$ cat src/rtl/event_scoreboard_if.sv
// Event-scoreboard port bundle: run control, monitor event word, results and
// error-log handshake. The master side (test harness) drives the i_* signals,
// the slave side (scoreboard) drives the o_* signals.
interface event_scoreboard_if #(
  parameter int WIDTH = 32,
  parameter int CNT_W = 32
);
  logic             i_start;
  logic             i_stop;
  logic [WIDTH-1:0] i_event;
  logic             o_busy;
  logic             o_done;
  logic             o_pass;
  logic [CNT_W-1:0] o_tx_count;
  logic [CNT_W-1:0] o_err_count;
  logic             o_err_seen;
  logic [CNT_W-1:0] o_first_err;
  logic             i_log_ready;
  logic             o_log_valid;
  logic [CNT_W-1:0] o_log_data;
  logic             o_log_ovf;

  modport master (
    output i_start, i_stop, i_event, i_log_ready,
    input  o_busy, o_done, o_pass, o_tx_count, o_err_count, o_err_seen,
           o_first_err, o_log_valid, o_log_data, o_log_ovf
  );

  modport slave (
    input  i_start, i_stop, i_event, i_log_ready,
    output o_busy, o_done, o_pass, o_tx_count, o_err_count, o_err_seen,
           o_first_err, o_log_valid, o_log_data, o_log_ovf
  );
endinterface

$ cat src/rtl/event_scoreboard.sv
// Event scoreboard: scores a monitor's mismatch stream over a start/stop run
// window after a programmable warm-up, and reports pass/fail, error count and
// the index of the first failing transaction.
// Optional feature macro: SB_ERRLOG_EN builds a LOG_DEPTH-entry FIFO holding
// the tx index of every scored mismatch (LOG_DEPTH must be a power of two, >= 2).
module event_scoreboard #(
  parameter int WIDTH     = 32,
  parameter int CNT_W     = 32,
  parameter int WARMUP    = 4,
  parameter int LIMIT     = 0,
  parameter int LOG_DEPTH = 8
) (
  input  logic               clk,
  input  logic               reset,
  event_scoreboard_if.slave  sb
);

  typedef enum logic [1:0] {
    S_IDLE,
    S_WARM,
    S_RUN,
    S_DONE
  } state_e;

  localparam logic [CNT_W-1:0] CNT_MAX   = '1;
  localparam logic [CNT_W-1:0] WARM_LAST = CNT_W'(WARMUP - 1);
  localparam logic [CNT_W-1:0] LIMIT_C   = CNT_W'(LIMIT);

  state_e           state_q, state_d;
  logic [CNT_W-1:0] warm_cnt_q, warm_cnt_d;
  logic [CNT_W-1:0] tx_q, tx_d;
  logic [CNT_W-1:0] err_q, err_d;
  logic [CNT_W-1:0] first_q, first_d;
  logic             seen_q, seen_d;
  logic             busy_q, busy_d;
  logic             done_q, done_d;
  logic             pass_q, pass_d;

  logic             mismatch;
  logic             clear;      // start accepted: wipe results and log
  logic             score_err;  // a mismatch is being scored this cycle

  assign mismatch = |sb.i_event;

  // Next-state and next-result computation for the run-window FSM.
  // NOTE: every signal gets a default at the top so no path leaves it unassigned; otherwise a latch is inferred.
  always_comb begin
    state_d    = state_q;
    warm_cnt_d = warm_cnt_q;
    tx_d       = tx_q;
    err_d      = err_q;
    first_d    = first_q;
    seen_d     = seen_q;
    clear      = 1'b0;
    score_err  = 1'b0;

    unique case (state_q)
      S_IDLE, S_DONE: begin
        // Start beats a simultaneous stop; stop alone is ignored here.
        if (sb.i_start) begin
          clear      = 1'b1;
          warm_cnt_d = '0;
          tx_d       = '0;
          err_d      = '0;
          first_d    = '0;
          seen_d     = 1'b0;
          state_d    = (WARMUP == 0) ? S_RUN : S_WARM;
        end
      end
      S_WARM: begin
        // Pipeline fill: events are not looked at.
        if (sb.i_stop) begin
          state_d = S_DONE;
        end else if (warm_cnt_q == WARM_LAST) begin
          state_d = S_RUN;
        end else begin
          warm_cnt_d = warm_cnt_q + 1'b1;
        end
      end
      S_RUN: begin
        if (tx_q != CNT_MAX) begin
          tx_d = tx_q + 1'b1;
        end
        if (mismatch) begin
          score_err = 1'b1;
          if (err_q != CNT_MAX) begin
            err_d = err_q + 1'b1;
          end
          if (!seen_q) begin
            seen_d  = 1'b1;
            first_d = tx_q;
          end
        end
        // The stop cycle and the LIMIT-reaching cycle are both scored above.
        if (sb.i_stop || (LIMIT != 0 && tx_d == LIMIT_C)) begin
          state_d = S_DONE;
        end
      end
      default: state_d = S_IDLE;
    endcase

    busy_d = (state_d == S_WARM) || (state_d == S_RUN);
    done_d = (state_d == S_DONE);
    pass_d = done_d && (err_d == '0) && (tx_d != '0);
  end

  // Run-window state and result registers; reset aborts any run.
  // NOTE: state flops use non-blocking assignment so every flop samples the pre-edge values.
  always_ff @(posedge clk or negedge reset) begin
    if (!reset) begin
      state_q    <= S_IDLE;
      warm_cnt_q <= '0;
      tx_q       <= '0;
      err_q      <= '0;
      first_q    <= '0;
      seen_q     <= 1'b0;
      busy_q     <= 1'b0;
      done_q     <= 1'b0;
      pass_q     <= 1'b0;
    end else begin
      state_q    <= state_d;
      warm_cnt_q <= warm_cnt_d;
      tx_q       <= tx_d;
      err_q      <= err_d;
      first_q    <= first_d;
      seen_q     <= seen_d;
      busy_q     <= busy_d;
      done_q     <= done_d;
      pass_q     <= pass_d;
    end
  end

  assign sb.o_busy      = busy_q;
  assign sb.o_done      = done_q;
  assign sb.o_pass      = pass_q;
  assign sb.o_tx_count  = tx_q;
  assign sb.o_err_count = err_q;
  assign sb.o_err_seen  = seen_q;
  assign sb.o_first_err = first_q;

`ifdef SB_ERRLOG_EN
  localparam int AW = $clog2(LOG_DEPTH);

  // Pointers carry one extra wrap bit so full and empty are distinguishable.
  logic [AW:0]      wr_ptr_q, wr_ptr_d;
  logic [AW:0]      rd_ptr_q, rd_ptr_d;
  logic             ovf_q, ovf_d;
  logic [CNT_W-1:0] log_mem [LOG_DEPTH];
  logic             log_empty;
  logic             log_full;
  logic             log_pop;
  logic             log_wr_en;

  assign log_empty = (wr_ptr_q == rd_ptr_q);
  assign log_full  = ((wr_ptr_q - rd_ptr_q) == (AW + 1)'(LOG_DEPTH));
  assign log_pop   = !log_empty && sb.i_log_ready;

  // Log pointer/overflow update; a pop frees the slot a same-cycle push needs.
  always_comb begin
    wr_ptr_d  = wr_ptr_q;
    rd_ptr_d  = rd_ptr_q;
    ovf_d     = ovf_q;
    log_wr_en = 1'b0;
    if (clear) begin
      wr_ptr_d = '0;
      rd_ptr_d = '0;
      ovf_d    = 1'b0;
    end else begin
      if (log_pop) begin
        rd_ptr_d = rd_ptr_q + 1'b1;
      end
      if (score_err) begin
        if (!log_full || log_pop) begin
          log_wr_en = 1'b1;
          wr_ptr_d  = wr_ptr_q + 1'b1;
        end else begin
          ovf_d = 1'b1;
        end
      end
    end
  end

  // Log pointer and overflow registers.
  always_ff @(posedge clk or negedge reset) begin
    if (!reset) begin
      wr_ptr_q <= '0;
      rd_ptr_q <= '0;
      ovf_q    <= 1'b0;
    end else begin
      wr_ptr_q <= wr_ptr_d;
      rd_ptr_q <= rd_ptr_d;
      ovf_q    <= ovf_d;
    end
  end

  // Log storage write; the entry is the pre-increment tx index.
  // NOTE: storage has no reset; entries are only visible behind the valid pointers, so reset costs nothing functionally.
  always_ff @(posedge clk) begin
    if (log_wr_en) begin
      log_mem[wr_ptr_q[AW-1:0]] <= tx_q;
    end
  end

  assign sb.o_log_valid = !log_empty;
  assign sb.o_log_data  = log_empty ? '0 : log_mem[rd_ptr_q[AW-1:0]];
  assign sb.o_log_ovf   = ovf_q;
`else
  logic unused_log;
  assign unused_log = &{1'b0, sb.i_log_ready, clear, score_err, LOG_DEPTH[0]};

  assign sb.o_log_valid = 1'b0;
  assign sb.o_log_data  = '0;
  assign sb.o_log_ovf   = 1'b0;
`endif

endmodule

$ cat src/flat_wrapper.sv
// flat-port wrapper written by rule: the top's interface ports become plain ports
module event_scoreboard_flat 
#(
  parameter int WIDTH     = 32,
  parameter int CNT_W     = 32,
  parameter int WARMUP    = 4,
  parameter int LIMIT     = 0,
  parameter int LOG_DEPTH = 8
)
  (clk, reset, sb_i_start, sb_i_stop, sb_i_event, sb_i_log_ready, sb_o_busy, sb_o_done, sb_o_pass, sb_o_tx_count, sb_o_err_count, sb_o_err_seen, sb_o_first_err, sb_o_log_valid, sb_o_log_data, sb_o_log_ovf);
  event_scoreboard_if #(.WIDTH(WIDTH), .CNT_W(CNT_W)) sb_i ();
  input  logic clk;
  input  logic reset;
  input wire logic [$bits(sb_i.i_start)-1:0] sb_i_start;
  input wire logic [$bits(sb_i.i_stop)-1:0] sb_i_stop;
  input wire logic [$bits(sb_i.i_event)-1:0] sb_i_event;
  input wire logic [$bits(sb_i.i_log_ready)-1:0] sb_i_log_ready;
  output wire logic [$bits(sb_i.o_busy)-1:0] sb_o_busy;
  output wire logic [$bits(sb_i.o_done)-1:0] sb_o_done;
  output wire logic [$bits(sb_i.o_pass)-1:0] sb_o_pass;
  output wire logic [$bits(sb_i.o_tx_count)-1:0] sb_o_tx_count;
  output wire logic [$bits(sb_i.o_err_count)-1:0] sb_o_err_count;
  output wire logic [$bits(sb_i.o_err_seen)-1:0] sb_o_err_seen;
  output wire logic [$bits(sb_i.o_first_err)-1:0] sb_o_first_err;
  output wire logic [$bits(sb_i.o_log_valid)-1:0] sb_o_log_valid;
  output wire logic [$bits(sb_i.o_log_data)-1:0] sb_o_log_data;
  output wire logic [$bits(sb_i.o_log_ovf)-1:0] sb_o_log_ovf;
  assign sb_i.i_start = sb_i_start;
  assign sb_i.i_stop = sb_i_stop;
  assign sb_i.i_event = sb_i_event;
  assign sb_i.i_log_ready = sb_i_log_ready;
  assign sb_o_busy = sb_i.o_busy;
  assign sb_o_done = sb_i.o_done;
  assign sb_o_pass = sb_i.o_pass;
  assign sb_o_tx_count = sb_i.o_tx_count;
  assign sb_o_err_count = sb_i.o_err_count;
  assign sb_o_err_seen = sb_i.o_err_seen;
  assign sb_o_first_err = sb_i.o_first_err;
  assign sb_o_log_valid = sb_i.o_log_valid;
  assign sb_o_log_data = sb_i.o_log_data;
  assign sb_o_log_ovf = sb_i.o_log_ovf;
  event_scoreboard #(.WIDTH(WIDTH), .CNT_W(CNT_W), .WARMUP(WARMUP), .LIMIT(LIMIT), .LOG_DEPTH(LOG_DEPTH)) u_core (.clk(clk), .reset(reset), .sb(sb_i));
endmodule
$ cat config.mk
export PLATFORM = sky130hd
export DESIGN_NAME = event_scoreboard_flat
export DESIGN_NICKNAME = d
export VERILOG_FILES = /design/src/rtl/event_scoreboard_if.sv /design/src/rtl/event_scoreboard.sv /design/src/flat_wrapper.sv
export SDC_FILE = /design/constraint.sdc
export NUM_CORES = 1
export LEC_CHECK = 0
export ABC_AREA = 1
export ABC_CLOCK_PERIOD_IN_PS = 2500
export BUFFER_PORTS_ARGS = -buffer_cell sky130_fd_sc_hd__buf_2
export CAP_MARGIN = 10
export CORE_MARGIN = 4
export CORE_UTILIZATION = 53
export CTS_BUF_LIST = sky130_fd_sc_hd__clkbuf_8
export CTS_CLUSTER_DIAMETER = 120
export CTS_CLUSTER_SIZE = 16
export DETAILED_ROUTE_END_ITERATION = 10
export PLACE_DENSITY = 0.79
export SYNTH_ARGS = -nofsm -noshare
export SYNTH_HDL_FRONTEND = slang
export SYNTH_SLANG_ARGS = --single-unit
$ cat constraint.sdc
create_clock -name clk -period 2.5 [get_ports clk]
set_input_delay 0.375 -clock clk [delete_from_list [all_inputs] [get_ports clk]]
set_output_delay 0.375 -clock clk [all_outputs]
set_load 0.05 [all_outputs]
Yosys cells after proc, flatten, opt, wreduce, memory -nomap -nowiden
Cells that the tools add are included.
Cells by class
  add/sub/neg operators: 3
  eq/ne operators: 14
  muxes and demuxes: 22
  reductions and logical operators: 13
Operators by type and width (number)
  $mux 32: 10
  $pmux 32 s2: 4
  $add 32x1->32 const B: 3
  $ne 32x32->1 const B: 2
  $eq 32x2->1 const B: 1
  $logic_not 32->1: 1
  $reduce_bool 32->1: 1
  $reduce_or 32->1: 1
  $eq 2x2->1 const B: 4
  $mux 2: 4
  $ne 2x2->1 const B: 4
  $reduce_and 4->1: 2
  $pmux 2 s3: 1
  $eq 2x1->1 const B: 2
  $reduce_bool 2->1: 2
  $reduce_and 3->1: 1
  $logic_and 1x1->1: 2
  $logic_not 2->1: 1
  $mux 1: 2
  $ne 2x1->1 const B: 1
  $pmux 1 s2: 1
  $reduce_or 2->1: 1
  $logic_or 1x1->1: 1
Storage, ports and cells
  bits in registers: 134
  input port bits: 37
  word-level logic and storage cells: 61

Longest topological paths before layout
Gate-level depths: netlist of the first run.
  depth after elaboration: 7
  gate-level depth with buffers: 20
  depth with buffers taken out: 19

Worst setup path before layout of the first run
No wires, ideal clock.
  kind: flip-flop to flip-flop
  start point: reg u_core.state_q[0]
  end point: reg u_core.pass_q, in the netlist u_core.sb.o_pass
  setup time: 71 ps
  arrival time: 2590 ps
  slack: -162 ps
  cell stages (with the launch flop): 16
  buffers on the path: 3
  period minus slack after synthesis: 2662 ps
  cell sequence: dfrtp_1 -> inv_1 -> ha_1 -> clkbuf_1 -> clkbuf_1 -> buf_1 -> nor2_1 -> a311oi_1 -> ha_1 -> nand2_1 -> nand3b_1 -> nor2_1 -> nand2_1 -> nor2_1 -> nand3_1 -> nor2_1
Between the ends
  word-level cells in the longest chain between the ends: 6
Ends and longest elaborated chain
  start, declared: line event_scoreboard.sv:29  | state_e state_q, state_d;
  start signal, assigned: line event_scoreboard.sv:121  | state_q <= state_d;
  $eq 2x2->1 or $logic_not 2->1 (tied branches): line event_scoreboard.sv:57  | unique case (state_q)
  $reduce_or 2->1: line event_scoreboard.sv:57
  $pmux 2 s3 *: line event_scoreboard.sv:57
  named net u_core.state_d[1]: line event_scoreboard.sv:29
  $eq 2x2->1 *: line event_scoreboard.sv:103  | done_d = (state_d == S_DONE);
  named net u_core.done_d: line event_scoreboard.sv:36  | logic done_q, done_d;
  $logic_and 1x1->1 * (2 in series): line event_scoreboard.sv:104  | pass_d = done_d && (err_d == '0) && (tx_d != '0);
  named net u_core.pass_d: line event_scoreboard.sv:37  | logic pass_q, pass_d;
  end signal, assigned: line event_scoreboard.sv:129  | pass_q <= pass_d;
  end, declared: line event_scoreboard.sv:37
Mark *: on every way through the listed nets, which the timed path passes. The rest lies on a longest branch.
A chain may end at the register's enable or synchronous reset.

Worst setup path after layout of the first run
  start point: reg u_core.warm_cnt_q[0]
  end point: reg u_core.pass_q, in the netlist u_core.sb.o_pass
Between the ends
  word-level cells in the longest chain between the ends: 7
Ends and longest elaborated chain
  start, declared: line event_scoreboard.sv:30  | logic [CNT_W-1:0] warm_cnt_q, warm_cnt_d;
  start signal, assigned: line event_scoreboard.sv:122  | warm_cnt_q <= warm_cnt_d;
  $eq 32x2->1: line event_scoreboard.sv:74  | end else if (warm_cnt_q == WARM_LAST) begin
  $mux 2: line event_scoreboard.sv:74
  $mux 2: line event_scoreboard.sv:72  | if (sb.i_stop) begin
  $pmux 2 s3: line event_scoreboard.sv:57
  named net u_core.state_d[1]: line event_scoreboard.sv:29
  $eq 2x2->1: line event_scoreboard.sv:103
  named net u_core.done_d: line event_scoreboard.sv:36
  $logic_and 1x1->1 (2 in series): line event_scoreboard.sv:104
  named net u_core.pass_d: line event_scoreboard.sv:37
The timed path passes the listed nets, and every way through them passes these cells.

==> metrics.yaml, run 1 <==
grt:
  grt_pass1_wl_mm: 48.3
  grt_usage_pct: 29.4
  antenna_found_initial: 0
  grt_pass1_vias: 9845
  grt_max_degree: 76
  globalRouteOverflowTotal: 0
yosys:
  async_reset_ff_share_pct: 100
  yosysSeqAreaShare_pct: 34.9
  yosysWarnings: 0
  synth_edf_count: 0
  synth.avg_cell_area_sq_um: 6.47
  synth.distinct_cells: 48
  netlist_area_sq_um: 9620
  syn_inst: 1488
  synth_seq_cells: 134
  synth_top_flop_cell: "dfrtp_1"
sta:
  fin_skew_ns: 0.0116
  finalWorstPathRequiredPeriod_ns: 2.43
  setup_slack_ns: 0.0746
  fmax_mhz: 412
  fin_tns_setup_ns: 0
  setup_violations: 0
  rsz0062_at_grt: "true"
  tightest_slew_ns: 0.572
  finalHoldViolCount: 0
  slew_viol_final: 0
  hold_ws_ns: 0.305
  finalCritPeriodShare_pct: 97.0
  slew_headroom_pct: 61.3
clocking:
  clockBufferDepth: 2
  ctsRootBufferMaster: "clkbuf_8"
  cts_num_sinks: 134
  cts_tree: "done"
  htreeDepth: 4
  clk_latency_ns: 0.46
  cts_made_buffers: 17
  clkTransAtPathRegs_ns: 0.08
placed_design:
  numPortBuffers: 135
  place_area_sq_um: 11300
  dp.cells: 1932
  pre_cts_ws_ns: -0.0278
  gp_congestion: 1.05
  dpl.hpwl_mm: 22.7
die:
  placeableCoreArea_sq_um: 17900
  fp.dieW_um: 143
  die_area_sq_um: 20400
  initial_core_util_pct: 53.7
  io_pins: 171
  rows: 49
  die_h_um: 143
finish:
  diodes: 0
  syn_to_final_growth_pct: 24.8
  layout-drive-gt1-share_pct: 20.8
  final_core_util_pct: 67.1
  layout.nets: 1776
  final_cell_count_no_fill: 1975
  stdcell_area_sq_um: 12000
worst_hold_path:
  min_path_type: "input port to flip-flop"
  holdPathStages: 3
  hold_end: "u_core.sb.o_err_seen"
  holdCritStartpoint: "sb_i_start"
drt:
  ant_nets: 0
  wirelength_mm: 30.7
  wl_per_cell_um: 15.6
  dr_total_vias: 10700
  firstDrtPassIters: 7
  route.detailed.drc: 0
  routed_via_density: 5.43
  drt_iter0_markers: 968
pwr:
  power_mw: 10.4
  pwr_density_cell_nw_per_um2: 867
  p_leak_nw: 6.16
  vdd_drop_max_v: 0.000762
worst_setup_path:
  cp.arrival_ns: 2.82
  crit_path_end_kind: "flip-flop"
  start_kind: "flip-flop"
  ff2ff_path_depth: 15
  critPathMaxFanout: 3
  critical_path_class: "flip-flop to flip-flop"
  reg2reg_to: "u_core.sb.o_pass"
  required_ns: 2.90
  reg2reg_slack_ns: 0.07
  worst_r2r_startpoint: "u_core.warm_cnt_q[0]"
outcome:
  status: "finished, final reports clean"
job:
  drv_cap: 0
-- power by group --
part | internal, mW | switching [mW]
Combinational | 1.73 | 4.07
Sequential | 2.49 | 0.250
Clock | 0.921 | 0.948
-- what timing repair did --
action                                  in CTS  in global routing
endpoints found under the hold margin       45                  0
resized for setup                            4                 29
hold buffers                                 1                  0
endpoints found under the setup margin       1                 10
pin swaps                                    2                 12
cloned                                       0                  2
buffers inserted                             0                  8
-- layout by cell type (no fill, tap or decap), types with 3 or more instances in the layout --
master	count
nand2_1	479
inv_1	185
nor2_1	163
buf_2	134
dfrtp_1	132
buf_4	125
nand3_1	105
o21ai_0	85
nand4_1	42
nor3_1	36
conb_1	34
o31ai_1	29
xor2_1	20
clkbuf_8	18
a21oi_1	17
nor2_2	12
nor4_1	10
buf_12	10
nand3b_1	9
o21bai_1	9
inv_2	8
xnor2_1	6
nand2_2	5
inv_6	5
nor3_2	4
nand3_2	4
clkinvlp_4	4
nand3_4	3
nor2_4	3
o21ai_1	3
a221oi_1	3
o211ai_1	3
-- area by class of cell --
class                           instances  area [sq um]
Multi-Input combinational cell       1112          5330
Inverter                              193           728
Sequential cell                       134          3360
Clock buffer                           18           248
Timing Repair Buffer                  275          1910
Clock inverter                         14           149
Tap cell                              229           287
Fill cell                            1617          5900
-- cell families (layout without fill, tap and decap cells) --
| group | count (synthesis) | after routing | synth area share (%) |
|---|---|---|---|
| buffers and inverters | 275 | 500 | 12.3 |
| XOR/XNOR | 26 | 26 | 2.37 |
| AND/OR/NAND/NOR | 888 | 888 | 39.9 |
| multiplexers | 1 | 1 | 0.104 |
| other | 1 | 34 | 0.0390 |
| adder cells (fa/ha/maj) | 6 | 6 | 0.780 |
| AO/OA/AOI/OAI | 157 | 157 | 9.58 |
| flip-flops | 134 | 134 | 34.9 |
-- synth_stat cells (2+ instances only) --
library cell / instances / area, sq um
xor2_1: 20 / 175
nand4_1: 42 / 263
nand2_1: 481 / 1810
o21bai_1: 9 / 67.6
o31ai_1: 29 / 218
buf_6: 2 / 22.5
inv_2: 5 / 18.8
o21ai_0: 86 / 430
nor3_2: 4 / 40.0
xnor2_1: 6 / 52.6
buf_4: 34 / 255
buf_1: 5 / 18.8
nand3b_1: 9 / 67.6
nor2_2: 8 / 50.1
a221oi_1: 4 / 35.0
a21oi_1: 17 / 85.1
nand2_2: 4 / 25.0
ha_1: 6 / 75.1
nand3_2: 2 / 20.0
o211ai_1: 3 / 22.5
buf_2: 10 / 50.1
nor2_1: 169 / 634
and2_1: 2 / 12.5
clkbuf_1: 31 / 116
dfrtp_1: 134 / 3350
nand3_1: 108 / 541
nand3_4: 2 / 35.0
inv_1: 187 / 702
nor3_1: 37 / 185
o21ai_1: 3 / 15.0
nor4_1: 12 / 75.1
-- state kept, by name (all words and copies together), names as in the netlist --
name,cells
u_core.sb.o_tx_count,32
u_core.sb.o_err_seen,1
u_core.sb.o_done,1
u_core.sb.o_err_count,32
u_core.warm_cnt_q,32
u_core.sb.o_first_err,32
u_core.state_q,2
u_core.sb.o_pass,1
u_core.sb.o_busy,1
-- worst max-delay path by stage --
stage / endpoint / slack, ns / startpoint / cells after the start
4_1_cts: u_core.sb.o_pass / -0.0002 / u_core.warm_cnt_q[0] / 15
3_3_place_gp: u_core.sb.o_pass / 0.01 / u_core.warm_cnt_q[0] / 15
5_1_grt: u_core.sb.o_pass / -0.14 / u_core.warm_cnt_q[0] / 15
3_5_place_dp: u_core.sb.o_pass / -0.03 / u_core.warm_cnt_q[0] / 15
2_1_floorplan: u_core.sb.o_pass / 0.01 / u_core.sb.o_tx_count[1] / 15
6_report: u_core.sb.o_pass / 0.07 / u_core.warm_cnt_q[0] / 15
-- worst max-delay path, stage by stage (launching register included) --
cell	delay [ns]
dfrtp_1	0.38
ha_2	0.19
nand4_1	0.08
nor2_1	0.14
nand3_2	0.12
nor2_4	0.17
o21ai_2	0.09
a311oi_2	0.27
ha_2	0.24
nand2_2	0.05
nand3b_1	0.15
nor2_1	0.11
nand2_1	0.06
nor2_1	0.11
nand3_1	0.09
nor2_1	0.12
-- metal layers --
layer	track usage [%]	vias up	wire, um
li1	-	5208	-
met2	47.1	495	14100
met1	39.8	4928	13100
met4	12.0	0	1110
met3	4.66	84	2500
met5	0	-	0
Power figures use the tool's default switching activity.
==> run 2: changes to the inputs <==
- RECOVER_POWER: not set -> 25
==> run 2 against run 1 <==
Final area decreased by 0.30%; highest routed layer unchanged; clock skew down 0.0010 ns; clock power barely moved; global-route usage unchanged; non-clock buffer count stayed put; maximum frequency decreased by 0.13%; via count about the same; core utilization fell by 0.20 points; routed wire length fell by 0.18%; worst hold slack better by 0.0012 ns; first-iteration DRC count rose by 5.5%.
==> metrics.yaml, run 2 (synthesis gave the netlist of run 1 again) <==
finish:
  stdcell_area_sq_um: 12000  # -0.30%
  layout-drive-gt1-share_pct: 20.8  # unchanged
  syn_to_final_growth_pct: 24.4
  final_common_cell: "nand2_1"
  diodes: 0  # unchanged
  final_cell_mix: "nand2_1, inv_1, nor2_1"
  final_core_util_pct: 66.9  # -0.20 points
  layout.nets: 1776  # unchanged
worst_setup_path:
  cp.arrival_ns: 2.83  # about the same
  start_kind: "flip-flop"
  crit_path_end_kind: "flip-flop"
  critical_path_class: "flip-flop to flip-flop"
  critPathMaxFanout: 3  # unchanged
  required_ns: 2.90  # about the same
sta:
  fmax_mhz: 412  # -0.13%
  finalWorstPathRequiredPeriod_ns: 2.43  # +0.00322 ns
  setup_violations: 0  # unchanged
  slew_viol_final: 0  # unchanged
  fin_tns_setup_ns: 0  # unchanged
  finalHoldViolCount: 0  # unchanged
  finalCritPeriodShare_pct: 97.1  # +0.13 points
  rsz0062_at_grt: "true"
  tightest_slew_ns: 1.21  # +0.635 ns
  slew_headroom_pct: 19.5  # -42 points
  fin_skew_ns: 0.0106  # -0.00104 ns
  setup_slack_ns: 0.0714  # -0.00322 ns
drt:
  routed_via_density: 5.43  # about the same
  route.detailed.drc: 0  # unchanged
  wirelength_mm: 30.7  # -0.18%
  wl_per_cell_um: 15.5  # -0.18%
  firstDrtPassIters: 7  # unchanged
  dr_total_vias: 10700  # +0.093%
  drt_iter0_markers: 1021  # +5.5%
  ant_nets: 0  # unchanged
grt:
  globalRouteOverflowTotal: 0  # unchanged
  grt_usage_pct: 29.4  # unchanged
  globalRouteMet3Util_pct: 4.66  # unchanged
  grt_max_degree: 76  # unchanged
  antenna_found_initial: 0  # unchanged
  grt_pass1_vias: 9845  # unchanged
  use_met2_pct: 47.1  # unchanged
  grt_busiest_layer: "met2"
  use_met1_pct: 39.8  # unchanged
  grt_pass1_wl_mm: 48.3  # unchanged
clocking:
  ctsRootBufferMaster: "clkbuf_8"
  clk_latency_ns: 0.47  # about the same
  clkTransAtPathRegs_ns: 0.08  # about the same
  cts_tree: "done"
  clockBufferDepth: 2  # unchanged
  cts_num_sinks: 134  # unchanged
  htreeDepth: 4  # unchanged
  cts_made_buffers: 17  # unchanged
placed_design:
  dpl.hpwl_mm: 22.7  # unchanged
  pre_cts_ws_ns: -0.0278  # unchanged
  place_area_sq_um: 11300  # unchanged
  numPortBuffers: 135  # unchanged
  gp_congestion: 1.05  # unchanged
pwr:
  p_leak_nw: 6.15  # -0.20%
  vdd_drop_max_v: 0.000763  # about the same
  power_mw: 10.4  # about the same
  pwr_density_cell_nw_per_um2: 869  # +0.27%
job:
  drv_cap: 0  # unchanged
die:
  fp.dieW_um: 143  # unchanged
  io_pins: 171  # unchanged
  initial_core_util_pct: 53.7  # unchanged
  placeableCoreArea_sq_um: 17900  # unchanged
  die_area_sq_um: 20400  # unchanged
  die_h_um: 143  # unchanged
  rows: 49  # unchanged
worst_hold_path:
  min_path_type: "input port to flip-flop"
outcome:
  status: "finished, final reports clean"
## run 2: cell count changes in the layout (fill, tap and decap cells not counted), sizes merged
cell    previous run  this run
buf              272       269
clkbuf            20        23
## run 2: layout make-up
class,count,area (sq um)
clock buffer,18,248
clock inverter,14,149
fill,1623,5930
inverter,193,728
multi-input combinational,1112,5330
sequential,134,3360
tap,229,287
timing repair buffer,275,1870
## run 2: final timing paths
| path | start | to | slack [ns] | cells past startpoint |
|---|---|---|---|---|
| max reg2reg | u_core.warm_cnt_q[0] | u_core.sb.o_pass | 0.07 | 15 |
| max | u_core.warm_cnt_q[0] | u_core.sb.o_pass | 0.07 | 15 |
| min reg2reg | u_core.sb.o_first_err[8] | u_core.sb.o_first_err[8] | 0.48 | 2 |
| min in group asynchronous | reset | u_core.sb.o_first_err[12] | 0.68 | 2 |
| min | sb_i_start | u_core.sb.o_err_seen | 0.31 | 3 |
| max in group asynchronous | reset | u_core.sb.o_err_count[20] | 0.37 | 3 |
## run 2: worst max-delay path, stage by stage, from the launching register on
cell,delay [ns]
dfrtp_1,0.38
ha_2,0.19
nand4_1,0.08
nor2_1,0.14
nand3_2,0.12
nor2_4,0.17
o21ai_2,0.09
a311oi_2,0.27
ha_2,0.24
nand2_2,0.05
nand3b_1,0.15
nor2_1,0.11
nand2_1,0.06
nor2_1,0.11
nand3_1,0.09
nor2_1,0.12
## run 2: what timing repair did
action | in CTS | in global routing
hold endpoints to repair | 45 | 0
gates resized for setup | 4 | 29
hold buffers | 1 | 0
cloned | 0 | 2
pin swaps | 2 | 12
setup endpoints to repair | 1 | 10
setup buffers | 0 | 8
## run 2: per-stage QoR
step,hold WS (ns),instances
2_1_floorplan,0.0794,1521
3_3_place_gp,0.347,1932
3_5_place_dp,0.350,1932
4_1_cts,0.274,1965
5_1_grt,0.311,1975
6_report,0.306,1975
## run 2: power breakdown
part           internal [mW]  leakage, nW  total (mW)  switching, mW
sequential              2.49         1.82        2.74          0.251
combinational           1.72         4.13        5.79           4.06
clock                  0.921        0.198        1.88          0.956
## run 2: per-layer routing
layer	routed length [um]	up-vias
met3	2490	80
met4	1090	0
met1	13000	4944
li1	-	5215
met5	0	-
met2	14100	486
==> run 3: changes to the inputs <==
- ABC_CLOCK_PERIOD_IN_PS: 2500 -> 2800
- CORE_UTILIZATION: 53 -> 60
- CTS_BUF_LIST: sky130_fd_sc_hd__clkbuf_8 -> sky130_fd_sc_hd__clkbuf_4
- PLACE_DENSITY: 0.79 -> 0.85
- clock period: 2.5 -> 2.8 ns (I/O delays scaled with it)
==> run 3 against run 2 <==
The run now ends with capacitance limit, slew limit left; core utilization rose by 2.2 points; critical path depth did not move; cell count fell by 5.7%; clock skew rose by 0.0076 ns; global-route usage rose by 2.2 points; clock-buffer cell count rose by 2; combinational power fell by 22%; register-to-register slack improved by 0.05 ns; critical endpoint unchanged; highest routed layer unchanged.
==> metrics.yaml, run 3 (synthesis gave the netlist of run 1 again) <==
die:
  io_pins: 171  # unchanged
  placeableCoreArea_sq_um: 15800  # -12%
  die_h_um: 135  # -5.7%
  fp.dieW_um: 135  # -5.7%
  rows: 46  # -6.1%
  die_area_sq_um: 18100  # -11%
  initial_core_util_pct: 61.0  # +7.3 points
clocking:
  cts_tree: "done"
  cts_num_sinks: 134  # unchanged
  htreeDepth: 4  # unchanged
  clkTransAtPathRegs_ns: 0.11  # +0.03 ns
  clockBufferDepth: 2  # unchanged
  ctsRootBufferMaster: "clkbuf_4"
  clk_latency_ns: 0.56  # +0.09 ns
  cts_made_buffers: 17  # unchanged
grt:
  antenna_found_initial: 1  # +1
  grt_pass1_vias: 9508  # -3.4%
  grt_pass1_wl_mm: 46.4  # -3.9%
  globalRouteOverflowTotal: 0  # unchanged
  grt_max_degree: 75  # -1.3%
  grt_usage_pct: 31.5  # +2.2 points
sta:
  tightest_slew_ns: 1.67  # +0.463 ns
  fmax_mhz: 373  # -9.3%
  slew_viol_final: 66  # +66
  fin_skew_ns: 0.0182  # +0.00762 ns
  slew_headroom_pct: -11.4  # -31 points
  finalHoldViolCount: 0  # unchanged
  finalWorstPathRequiredPeriod_ns: 2.68  # +0.249 ns
  rsz0062_at_grt: "true"
  finalCritPeriodShare_pct: 95.6  # -1.5 points
  setup_violations: 0  # unchanged
drt:
  wl_per_cell_um: 15.3  # -1.5%
  drt_iter0_markers: 924  # -9.5%
  route.detailed.drc: 0  # unchanged
  dr_total_vias: 10200  # -5.0%
  routed_via_density: 5.47  # +0.78%
  firstDrtPassIters: 6  # -1
  wirelength_mm: 28.5  # -7.1%
  ant_nets: 0  # unchanged
placed_design:
  numPortBuffers: 135  # unchanged
  dpl.hpwl_mm: 21.3  # -5.8%
  gp_congestion: 0.955  # -8.8%
  dp.cells: 1827  # -5.4%
pwr:
  pwr_density_cell_nw_per_um2: 765  # -12%
  p_leak_nw: 5.53  # -10%
  vdd_drop_max_v: 0.000462  # -39%
finish:
  final_common_cell: "nand2_1"
  layout.nets: 1675  # -5.7%
  layout-drive-gt1-share_pct: 15.4  # -5.4 points
  final_core_util_pct: 69.1  # +2.2 points
  final_cell_mix: "nand2_1, inv_1, nor2_1"
  n_fill_cell: 1457  # -10%
  final_cell_count_no_fill: 1862  # -5.7%
  syn_to_final_growth_pct: 13.3
outcome:
  violations: "capacitance limit, slew limit"
  status: "complete, but fails checks"
worst_setup_path:
  cp_slowest_cell: "dfrtp_1"
  path_common_cell: "nor2_1"
  crit_path_end_kind: "flip-flop"
  critPathMaxFanout: 6  # +3
  cpPeakStageDelay_ns: 0.47  # +0.09 ns
  cp.arrival_ns: 3.17  # +0.34 ns
  path_cells: "nor2_1, nand3_1, nor2_2, nand3_1, nor2_2, o21ai_1, a311oi_2, ha_2, nand2_1, nand3b_1, nor2_1, nand2_1, nor2_1, nand3_1, nor2_1"
  required_ns: 3.29  # +0.39 ns
  critical_path_class: "flip-flop to flip-flop"
  start_kind: "flip-flop"
worst_hold_path:
  min_path_type: "input port to flip-flop"
job:
  drv_cap: 1  # +1
==> run 3: cell count changes in the layout (fill, tap and decap cells not counted), sizes merged <==
cell / delta
inv: -6
clkinvlp: -3
diode: +1
buf: -97
clkinv: +7
clkbuf: -2
==> run 3: cell type report <==
class / count / area [sq um] / area share (%)
multi-input cells: 1112 / 5250 / 48.2
flip-flops and latches: 134 / 3360 / 30.8
diodes: 1 / 2.50 / 0.0230
repair buffers: 174 / 1030 / 9.48
clock buffers: 20 / 150 / 1.38
clock inverters: 12 / 111 / 1.02
well taps: 216 / 270 / 2.48
inverters: 193 / 724 / 6.65
==> run 3: routing by layer <==
metal	up-vias	global-route usage, %	routed length [um]
met4	0	11.2	813
met5	-	0	0
met1	4702	41.4	12000
met3	72	5.92	2020
met2	420	52.4	13700
li1	4996	-	-
==> run 3: power by group <==
part / total, mW / switching [mW] / internal (mW)
registers: 2.55 / 0.323 / 2.23
clock network: 1.27 / 0.729 / 0.542
logic: 4.52 / 3.37 / 1.15
total: 8.34 / 4.42 / 3.92
==> run 3: final timing paths <==
kind	depth (start not counted)	endpoint	startpoint	slack, ns
max in group asynchronous	3	u_core.sb.o_err_count[7]	reset	0.89
min reg2reg	2	u_core.sb.o_first_err[17]	u_core.sb.o_first_err[17]	0.49
max reg2reg	15	u_core.sb.o_pass	u_core.warm_cnt_q[24]	0.12
min in group asynchronous	2	u_core.sb.o_first_err[12]	reset	0.82
max	15	u_core.sb.o_pass	u_core.warm_cnt_q[24]	0.12
min	3	u_core.sb.o_err_seen	sb_i_start	0.24
==> run 3: repair_timing <==
item / 4_1_cts / 5_1_grt
hold buffers: 1 / 0
resized for setup: 0 / 17
setup buffers: 0 / 1
setup endpoints to repair: 0 / 6
endpoints found under the hold margin: 63 / 0
==> run 3: critical path, delay by kind of cell, from the launching register on <==
kind | cells | cell delay (ns)
compound gates | 2 | 0.46
fa+ha+maj | 1 | 0.29
flops | 1 | 0.47
simple gates | 12 | 1.40
==> run 3: metrics by stage <==
stage               hold slack [ns]  power (mW)  worst slack, ns  TNS (ns)  cell area (sq um)
floorplan                     0.124        5.73            0.138         0               9750
global placement              0.452        6.89            0.218         0              10600
detailed placement            0.459        6.99           0.0376         0              10600
CTS                           0.201        8.27           0.0115         0              10900
global route                  0.221        8.92          -0.0441   -0.0441              10900
finish                        0.244        8.34            0.123         0              10900
